### src/rtl/leaf_xbar_arbiter.sv
// Leaf-router crossbar scheduler: one burst-limited grant at a time, fixed-priority or round-robin.
// Optional stall watchdog is compiled in with `define LEAF_ARB_WATCHDOG_EN.

module leaf_xbar_elig #(
   parameter int NPORT = 5
) (
   input  logic             req,
   input  logic [2:0]       dest,
   input  logic [NPORT-1:0] out_full,
   output logic             eligible,
   output logic             bad_dest
);
   // bad_dest masks the full lookup so an out-of-range index never matters
   assign bad_dest = req & (dest >= 3'(NPORT));
   assign eligible = req & ~bad_dest & ~out_full[dest];
endmodule

module leaf_xbar_arbiter #(
   parameter int NPORT       = 5,
   parameter int MAX_BURST   = 4,
   parameter int STALL_LIMIT = 8
) (
   input  logic               clk,
   input  logic               reset,
   input  logic               arb_enable,
   input  logic [NPORT-1:0]   req,
   input  logic [3*NPORT-1:0] dest_port,
   input  logic [NPORT-1:0]   out_full,
   output logic [NPORT-1:0]   grant,
   output logic [2:0]         grant_id,
   output logic [2:0]         route_sel,
   output logic               xfer_fire,
   output logic               busy,
   output logic               dest_err,
   output logic               timeout
);
   localparam int BW = (MAX_BURST > 1) ? $clog2(MAX_BURST) : 1;
   localparam logic [BW-1:0] BEAT_LAST = BW'(MAX_BURST - 1);
   localparam logic [2:0] NONE = 3'b111;

   // 3'b111 is reserved for "no grant", so at most 7 requesters
   if (NPORT < 2 || NPORT > 7 || MAX_BURST < 1 || STALL_LIMIT < 1) begin : g_bad_cfg
      $error("leaf_xbar_arbiter: unsupported parameter set");
   end

   typedef enum logic {IDLE, XFER} state_t;
   state_t state_q, state_d;

   logic [NPORT-1:0][2:0] dest;
   logic [NPORT-1:0]      elig, bad;

   for (genvar i = 0; i < NPORT; i++) begin : g_lane
      assign dest[i] = dest_port[3*i +: 3];
      leaf_xbar_elig #(.NPORT(NPORT)) u_elig (
         .req      (req[i]),
         .dest     (dest[i]),
         .out_full (out_full),
         .eligible (elig[i]),
         .bad_dest (bad[i])
      );
   end

   logic [2:0]       rr_ptr, ptr_d;
   logic [BW-1:0]    beat_cnt, beat_d;
   logic [NPORT-1:0] grant_d;
   logic [2:0]       gid_d, route_d;
   logic             busy_d, err_d, rel;

   // winner selection
   logic [2:0] win_fp, win_rr, win, rr_idx;
   logic [3:0] rr_sum;
   logic       rr_hit, any_elig;

   always_comb begin
      win_fp   = '0;
      win_rr   = '0;
      rr_idx   = '0;
      rr_sum   = '0;
      rr_hit   = 1'b0;
      any_elig = |elig;
      for (int k = NPORT - 1; k >= 0; k--)
         if (elig[k]) win_fp = 3'(k);
      for (int k = 0; k < NPORT; k++) begin
         rr_sum = {1'b0, rr_ptr} + 4'(k);
         if (rr_sum >= 4'(NPORT)) rr_sum = rr_sum - 4'(NPORT);
         rr_idx = rr_sum[2:0];
         if (!rr_hit && elig[rr_idx]) begin
            win_rr = rr_idx;
            rr_hit = 1'b1;
         end
      end
      win = arb_enable ? win_rr : win_fp;
   end

   logic g_req, route_full;
   assign g_req      = |(req & grant);
   assign route_full = out_full[route_sel];
   assign xfer_fire  = (state_q == XFER) & g_req & ~route_full;

`ifdef LEAF_ARB_WATCHDOG_EN
   localparam int SW = $clog2(STALL_LIMIT + 1);
   logic [SW-1:0] stall_cnt, stall_d;
   logic          timeout_d;
`else
   assign timeout = 1'b0;
`endif

   always_comb begin
      state_d = state_q;
      grant_d = grant;
      gid_d   = grant_id;
      route_d = route_sel;
      busy_d  = busy;
      beat_d  = beat_cnt;
      ptr_d   = rr_ptr;
      err_d   = dest_err | (|bad);
      rel     = 1'b0;
`ifdef LEAF_ARB_WATCHDOG_EN
      stall_d   = stall_cnt;
      timeout_d = 1'b0;
`endif
      case (state_q)
         IDLE: begin
            if (any_elig) begin
               state_d = XFER;
               grant_d = NPORT'(1) << win;
               gid_d   = win;
               route_d = dest[win];
               busy_d  = 1'b1;
               beat_d  = '0;
               ptr_d   = (win == 3'(NPORT - 1)) ? 3'd0 : win + 3'd1;
`ifdef LEAF_ARB_WATCHDOG_EN
               stall_d = '0;
`endif
            end
         end
         XFER: begin
            if (xfer_fire) beat_d = beat_cnt + BW'(1);
            if ((xfer_fire && beat_cnt == BEAT_LAST) || !g_req) rel = 1'b1;
`ifdef LEAF_ARB_WATCHDOG_EN
            if (g_req && route_full) begin
               if (stall_cnt == SW'(STALL_LIMIT - 1)) begin
                  rel       = 1'b1;
                  timeout_d = 1'b1;
               end else begin
                  stall_d = stall_cnt + SW'(1);
               end
            end else begin
               stall_d = '0;
            end
`endif
            // clearing beat_cnt on release keeps it from ever wrapping
            if (rel) begin
               state_d = IDLE;
               grant_d = '0;
               gid_d   = NONE;
               busy_d  = 1'b0;
               beat_d  = '0;
`ifdef LEAF_ARB_WATCHDOG_EN
               stall_d = '0;
`endif
            end
         end
         default: state_d = IDLE;
      endcase
   end

   always_ff @(posedge clk or posedge reset) begin
      if (reset) begin
         state_q   <= IDLE;
         grant     <= '0;
         grant_id  <= NONE;
         route_sel <= '0;
         busy      <= 1'b0;
         dest_err  <= 1'b0;
         rr_ptr    <= '0;
         beat_cnt  <= '0;
`ifdef LEAF_ARB_WATCHDOG_EN
         stall_cnt <= '0;
         timeout   <= 1'b0;
`endif
      end else begin
         state_q   <= state_d;
         grant     <= grant_d;
         grant_id  <= gid_d;
         route_sel <= route_d;
         busy      <= busy_d;
         dest_err  <= err_d;
         rr_ptr    <= ptr_d;
         beat_cnt  <= beat_d;
`ifdef LEAF_ARB_WATCHDOG_EN
         stall_cnt <= stall_d;
         timeout   <= timeout_d;
`endif
      end
   end
endmodule

### config.mk
export PLATFORM = sky130hd
export DESIGN_NAME = leaf_xbar_arbiter
export DESIGN_NICKNAME = d
export VERILOG_FILES = /design/src/rtl/leaf_xbar_arbiter.sv
export SDC_FILE = /design/constraint.sdc
export NUM_CORES = 1
export LEC_CHECK = 0
export ABC_AREA = 1
export CAP_MARGIN = 10
export CORE_ASPECT_RATIO = 1.5
export CORE_MARGIN = 2
export CORE_UTILIZATION = 55
export DETAILED_ROUTE_END_ITERATION = 16
export PLACE_DENSITY_LB_ADDON = 0.05
export SETUP_SLACK_MARGIN = 0.5
export SLEW_MARGIN = 20
export SYNTH_ARGS = -nofsm -noshare
export SYNTH_HDL_FRONTEND = slang
export SYNTH_SLANG_ARGS = --single-unit
export TNS_END_PERCENT = 20
### constraint.sdc
create_clock -name clk -period 3.7 [get_ports clk]
set_input_delay 0.555 -clock clk [delete_from_list [all_inputs] [get_ports clk]]
set_output_delay 0.555 -clock clk [all_outputs]
set_load 0.05 [all_outputs]
### Yosys cells after proc, flatten, opt, wreduce, memory -nomap -nowiden

Index checks and enable logic that the tools add are counted.

| operators by class | value |
|---|---|
| add/subtract/negate cells | 11 |
| $lt $le $gt $ge | 22 |
| equality and inequality tests | 5 |
| shifts and indexed selects | 1 |
| muxes and demuxes | 63 |
| bitwise logic cells | 31 |
| reduce and logical (&&, ||, !) cells | 17 |

Operator list:

| cell | count |
|---|---|
| 3-bit two-way mux | 20 |
| 3-bit by 4-bit < comparator with 1-bit output (second input constant) | 12 |
| 1-bit binary-select mux with 3-bit select | 11 |
| 1-bit two-way mux | 21 |
| 3-bit greater-or-equal comparator (second input constant) | 6 |
| 1-bit AND | 17 |
| 4-bit by 3-bit greater-or-equal comparator with 1-bit output (second input constant) | 4 |
| 5-bit OR reduction | 3 |
| 3-bit subtractor (second input constant) | 5 |
| 1-bit inverter | 12 |
| 5-bit two-way mux | 2 |
| 5-bit case mux with 2 select lines | 1 |
| 3-bit binary-select mux with 3-bit select | 1 |
| 3-bit by 2-bit adder with 4-bit output (second input constant) | 2 |
| 2-bit two-way mux | 3 |
| 3-bit case mux with 2 select lines | 1 |
| 2-bit AND reduction | 3 |
| 5-bit AND | 1 |
| 1-bit logical AND | 5 |
| 1-bit logical NOT | 5 |
| 1-bit by 3-bit << shifter with 5-bit output (first input constant) | 1 |
| 3-bit by 1-bit adder with 4-bit output (second input constant) | 1 |
| 3-bit by 3-bit adder with 4-bit output (second input constant) | 1 |
| 1-bit case mux with 2 select lines | 2 |
| other kinds (10) | 10 |

| word-level totals | value |
|---|---|
| register bits after elaboration | 19 |
| input bits | 28 |
| word-level logic and storage cells | 158 |

### Longest topological paths before layout

Gate-level depths: netlist of run 1.

| logic depth | value |
|---|---|
| depth after elaboration | 24 |
| depth in mapped cells | 29 |

### Hierarchy

A second synthesis of run 1 with hierarchy kept.

| second synthesis, totals | value |
|---|---|
| cells, all modules | 420 |
| area, all modules | 2580.0 um2 |

Modules (own cells, without submodules):

| module | times used | cells each | area an instance (um2) | sequential area each (um2) |
|---|---|---|---|---|
| leaf_xbar_arbiter | 1 | 320 | 2129.5 | 479.2 |
| leaf_xbar_elig | 5 | 20 | 90.1 | 0.0 |

### Worst setup path before layout of run 1

OpenSTA, ideal clock, no wires.

| timing | value |
|---|---|
| kind | reg2reg |
| start | register rr_ptr[0] |
| end | register rr_ptr[2] |
| setup time | 0.134 ns |
| data arrival time | 3.158 ns |
| data required time | 3.566 ns |
| slack | 0.408 ns |
| cell stages (with the launch flop) | 27 |
| buffers on the path | 1 |
| clock period less this slack | 3.292 ns |
| cell sequence | dfrtp_1 buf_6 inv_2 ha_1 inv_1 fa_1 inv_1 nand2_2 nand2_1 o21ai_2 nor2_1 nand2_1 nand2_1 inv_1 nand3_1 nand2_2 inv_2 nor2_4 nand2_2 nand2_1 nor2_2 o21bai_4 ha_1 ha_1 nor2_1 nand2_1 o21ai_0 |

| between the ends | value |
|---|---|
| cells in the longest elaborated chain, start to end | 20 |
| elaborated cells on any way between the ends | 50 |

Ends and longest elaborated chain:

| item | RTL line | RTL |
|---|---|---|
| start: declaration | 63 | `logic [2:0] rr_ptr, ptr_d;` |
| start signal: assignment | 189 | `rr_ptr <= ptr_d;` |
| branches (longest 16 deep; another with 3-bit by 1-bit adder with 4-bit output) | -- |  |
| 3-bit two-way mux (*) | 87 | `if (!rr_hit && elig[rr_idx]) begin` |
| 3-bit two-way mux (*) | 92 | `win = arb_enable ? win_rr : win_fp;` |
| 3-bit by 1-bit adder with 3-bit output / 3-bit equality test (equally long branches) | 131 | `ptr_d = (win == 3'(NPORT - 1)) ? 3'd0 : win + 3'd1;` |
| 3-bit two-way mux (*) | 131 |  |

Every way passes the cells marked *. The select of a mux whose other input is x is not followed.
A chain may end at the register's enable or synchronous reset.

### Final worst setup path of run 1

| timing | value |
|---|---|
| start | register rr_ptr[1] |
| end | register rr_ptr[2] |

Same word-level chain as after synthesis.

==> metrics.yaml, run 1 <==
place:
  dp_slack_ns: 0.104
  dp_hpwl_mm: 6.43
  port_buffers: 41
  globalplace.congestion: 0.947
detailed_routing:
  first_iter_violations: 350
  vias_per_cell: 5.87
  vias: 3203
  wl_per_cell_um: 15.7
  ant_nets: 0
  finalWirelength_mm: 8.56
  firstDrtPassIters: 5
  drc: 0
clock_tree:
  tritoncts: "done"
  clockBufferDepth: 2
  cts_root_buf: "clkbuf_8"
  clk_latency_ns: 0.26
  cts.sinks: 19
  postCtsHoldBufs: 0
  htree_num_levels: 1
  numCtsBuffers: 3
  clk_pin_slew_ns: 0.07
sta:
  max_freq_mhz: 310
  tightest_slew_ns: 0.753
  skew_ns: 0.00640
  min_period_ns: 3.23
  setup_viol: 0
  timing.final.crit_share_pct: 87.2
  drv_slew: 0
  setup_ws_ns: 0.474
  setup_tns_ns: 0
  hold_viol: 0
  slew_headroom_pct: 49.5
  grt_setup_unrepaired: "yes"
yosys:
  synth-edff-count: 0
  syn_area_mm2: 0.00257
  synth_fp_nets: 469
  syn_area_per_cell_um2: 6.04
  postSynth.asyncResetShare_pct: 100
  synth_warnings: 0
  yosysUniqueCellTypes: 38
  synth_flop_cell: "dfrtp_1"
  ys_ff_latch: 19
  seq_area_frac_synth_pct: 18.6
  synthCells: 426
worst_hold_path:
  hp-class: "register to register"
  hold_depth: 2
final_layout:
  syn_to_final_growth_pct: 35.9
  final_nets: 542
  layout-drive-gt1-share_pct: 23.9
  fillCellCount: 354
  seqCellArea_um2: 483
  insertedDiodeCount: 0
  multi_input_area_mm2: 0.00199
flow_run:
  cap_violations: 0
global_route:
  antenna_found_initial: 0
  grt_max_degree: 20
  grt_overflow: 0
  grt_first_pass_wirelength_mm: 12.6
  grt_pass1_vias: 2764
  grt_use_total_pct: 31.6
floorplanning:
  coreArea_mm2: 0.00450
  die_x_um: 59.9
  start_util_pct: 57.1
  rows: 30
  die_h_um: 87.8
  die_area_mm2: 0.00525
  ios: 43
setup_path:
  path_cells: "inv_4, ha_2, ha_1, o21ai_2, nand2_2, o21ai_4, nor2_1, nor3b_2, nor2_4, nor2_4, nand3_2, nand2_2, inv_2, nand2_4, nand2_8, inv_4, ha_4, ha_4, nor2_1, nand2_1, o21ai_1"
  cp.required_ns: 3.89
  critical_path_buf_inv_count: 3
  worst_path_largest_cell_delay_ns: 0.46
  crit_type: "register to register"
  critical_path.slowest_cell: "dfrtp_2"
  crit_family: "simple AND/OR/NAND/NOR gates"
  critPathLaunchType: "register"
  critPathArrivalTime_ns: 3.41
  crit_cells: 21
  path_max_fanout: 6
  critPathCaptureType: "register"
  ff2ff_path_depth: 21
run_status:
  status: "complete, no violations"
cell usage in the layout (no fill, tap or decap), types with 11 or more instances in the layout:
cell type / instances
nand3_1: 58
inv_2: 11
nand2_2: 17
inv_1: 51
clkdlybuf4s50_1: 41
nand2_1: 127
buf_4: 27
nand4_1: 14
dfrtp_1: 13
o21ai_0: 11
nor2_1: 26
state kept, by name, indices dropped and copies added (netlist names):
name / flops
beat_cnt: 2
busy: 1
dest_err: 1
grant: 5
grant_id: 3
route_sel: 3
rr_ptr: 3
state_q: 1
layer usage:
layer	GRT usage (%)	wire [um]
met4	12.9	481
met2	61.0	4470
met1	32.9	3160
met5	0	0
met3	3.84	448
path summary, 6_finish.rpt:
kind,startpoint,end,slack [ns]
setup / recovery,rr_ptr[1],rr_ptr[2],0.47
hold / removal,busy,busy,0.48
setup reg to reg,rr_ptr[1],rr_ptr[2],0.47
hold reg to reg,busy,busy,0.48
max in group asynchronous,reset,rr_ptr[2],2.52
min in group asynchronous,reset,grant[3],0.70
logic make-up after synthesis:
group	after synthesis	share of synthesized area (%)
and+or+nand+nor	282	52.6
buffers and inverters	70	10.7
AOI/OAI and AO/OA	37	9.33
DFF	19	18.6
adders and majority gates	15	7.58
xor gates and xnor gates	2	0.973
other	1	0.146
cells in the mapped netlist (2+ instances only):
cell type	count	share of area, %
a21oi_1	8	1.6
dfrtp_1	16	16
dfstp_2	3	3.1
ha_1	14	6.8
inv_1	55	8.0
inv_2	11	1.6
nand2_1	136	20
nand2_2	13	3.2
nand2_4	4	1.7
nand3_1	63	12
nand3_2	5	1.9
nand3b_1	2	0.58
nand4_1	14	3.4
nor2_1	27	3.9
nor2_2	4	0.97
nor2_4	7	3.1
nor3_1	5	0.97
o211ai_1	2	0.58
o21ai_0	14	2.7
o21ai_1	2	0.39
o21ai_2	3	1.0
o22ai_1	2	0.49
per-stage QoR:
stage	utilization, %	instance area [um2]	hold slack [ns]	cells
finish	77.6	3500	0.483	546
global route	77.6	3500	0.493	546
CTS	72.2	3250	0.482	529
detailed placement	68.2	3070	0.467	515
global placement	68.2	3070	0.458	515
floorplan	-	2600	0.457	426
area by class of cell:
| type | count | share of cell area (%) |
|---|---|---|
| clock buffer | 4 | 1.29 |
| inverter | 67 | 7.76 |
| multi-input combinational | 337 | 56.9 |
| sequential | 19 | 13.8 |
| tap | 48 | 1.72 |
| timing repair buffer | 71 | 18.5 |
worst min-delay path, cell delays in order, from the launching register on:
cell	delay, ns
dfrtp_1	0.34
nand2_1	0.05
nand2_1	0.05
what timing repair did:
action / in CTS / in global routing
setup buffers: 10 / 17
pin swaps: 7 / 24
hold endpoints to repair: 0 / 0
endpoints found under the setup margin: 11 / 11
resized for setup: 17 / 31
Power of run 1 is left out: the tool's default activity adds up to more than one toggle a clock period on the data nets, which glitch-free logic cannot reach.
==> inputs of run 2 (changes only) <==
- CORE_UTILIZATION: 55 -> 59
- clock period: 3.7 -> 4 ns (I/O delays scaled with it)
==> metrics.yaml, run 2 (synthesis results as in run 1) <==
run_status:
  status: "complete, no violations"
clock_tree:
  clk_pin_slew_ns: 0.07
  tritoncts: "done"
  clockBufferDepth: 2
  postCtsHoldBufs: 0
  htree_num_levels: 1
  cts.sinks: 19
  clk_latency_ns: 0.26
  cts_root_buf: "clkbuf_8"
  numCtsBuffers: 3
setup_path:
  critPathCaptureType: "register"
  critPathLaunchType: "register"
  worst_path_largest_cell_delay_ns: 0.38
  path_cells: "inv_1, ha_2, ha_4, inv_1, nand3_1, o21ai_0, buf_4, nor2_1, nand3_1, nand2_1, nor2_4, nor2_4, nand2_2, nand2_1, nor2_4, o21bai_4, ha_1, ha_1, nor2_1, nand2_1, o21ai_0"
  cp.required_ns: 4.18
  crit_type: "register to register"
  critical_path.slowest_cell: "dfrtp_1"
  critPathArrivalTime_ns: 3.52
  path_max_fanout: 6
floorplanning:
  ios: 43
  die_h_um: 84.9
  start_util_pct: 61.1
  die_x_um: 57.9
  die_area_mm2: 0.00492
  coreArea_mm2: 0.00421
  rows: 29
final_layout:
  insertedDiodeCount: 0
  multi_input_area_mm2: 0.00189
  final_cell_mix: "133 x nand2_1, 61 x nand3_1, 53 x inv_1"
  final_nets: 524
  fillCellCount: 362
  syn_to_final_growth_pct: 25.7
  layout-drive-gt1-share_pct: 17.1
  final_common_cell: "nand2_1"
  postLayoutCoreUtil_pct: 76.9
  seqCellArea_um2: 479
  largest_reg_flops: 5
  regMostFlops: "grant"
global_route:
  grt_overflow: 0
  grt_pass1_vias: 2745
  grt_use_total_pct: 31.1
  grt_max_degree: 20
  grt_first_pass_wirelength_mm: 12.1
  antenna_found_initial: 0
sta:
  skew_ns: 0.00323
  min_period_ns: 3.34
  hold_viol: 0
  setup_ws_ns: 0.665
  grt_setup_unrepaired: "no"
  max_freq_mhz: 300
  tightest_slew_ns: 0.723
  setup_viol: 0
  timing.final.crit_share_pct: 83.4
  setup_tns_ns: 0
  drv_slew: 0
  hold-worst-slack_ns: 0.487
  slew_headroom_pct: 51.4
detailed_routing:
  firstDrtPassIters: 5
  first_iter_violations: 261
  ant_nets: 0
  drc: 0
  vias_per_cell: 5.75
  finalWirelength_mm: 7.88
  wl_per_cell_um: 15.0
  vias: 3022
place:
  dp_hpwl_mm: 6.15
  port_buffers: 41
  dp_slack_ns: 0.578
  globalplace.congestion: 0.917
flow_run:
  cap_violations: 0
worst_hold_path:
  hp-class: "register to register"
run 2: cell types whose count changed in the layout (fill, tap and decap cells not counted), moves of 3 or more:
cell | before | now
buf_4 | 27 | 11
nand2_1 | 127 | 133
nand2_4 | 8 | 4
dfrtp_1 | 13 | 16
dfrtp_2 | 3 | 0
ha_1 | 8 | 11
nand3_1 | 58 | 61
nand3_2 | 10 | 7
run 2: path summary, 6_finish.rpt:
path,start,endpoint,slack [ns],cells after the start
setup / recovery,rr_ptr[1],rr_ptr[2],0.66,21
hold / removal,busy,busy,0.49,2
setup reg to reg,rr_ptr[1],rr_ptr[2],0.66,21
hold reg to reg,busy,busy,0.49,2
max in group asynchronous,reset,beat_cnt[0],2.82,2
min in group asynchronous,reset,grant[0],0.74,2
run 2: worst max-delay path, delay by kind of cell, from the launching register on:
kind	cells	cell delay [ns]
adders and majority gates	4	0.96
and+or+nand+nor	11	1.11
DFF	1	0.38
buffers and inverters	3	0.52
AOI/OAI and AO/OA	3	0.28
run 2: timing repair:
item | 4_1_cts | 5_1_grt
gates resized for setup | 0 | 20
setup buffers | 0 | 8
endpoints found under the setup margin | 0 | 5
run 2: per-layer routing:
layer	track usage (%)	wire length [um]	part of all wire (%)	vias up
li1	-	-	-	1489
met1	34.7	2920	37	1363
met2	56.8	4160	53	137
met3	1.98	362	4.6	33
met4	16.9	435	5.5	0
met5	0	0	0	-
run 2: cell type report:
cell class | count | share of cell area (%)
Clock buffer | 4 | 1.39
Inverter | 67 | 7.93
Timing Repair Buffer | 53 | 15.6
Multi-Input combinational cell | 337 | 58.5
Sequential cell | 19 | 14.8
Tap cell | 46 | 1.78
run 2: metrics by stage:
stage | instance area, um2 | std cells
6_report | 3240 | 526
5_1_grt | 3240 | 526
4_1_cts | 3090 | 518
3_5_place_dp | 3050 | 514
3_3_place_gp | 3050 | 514
2_1_floorplan | 2570 | 426
Power of run 2 is left out for the same reason.
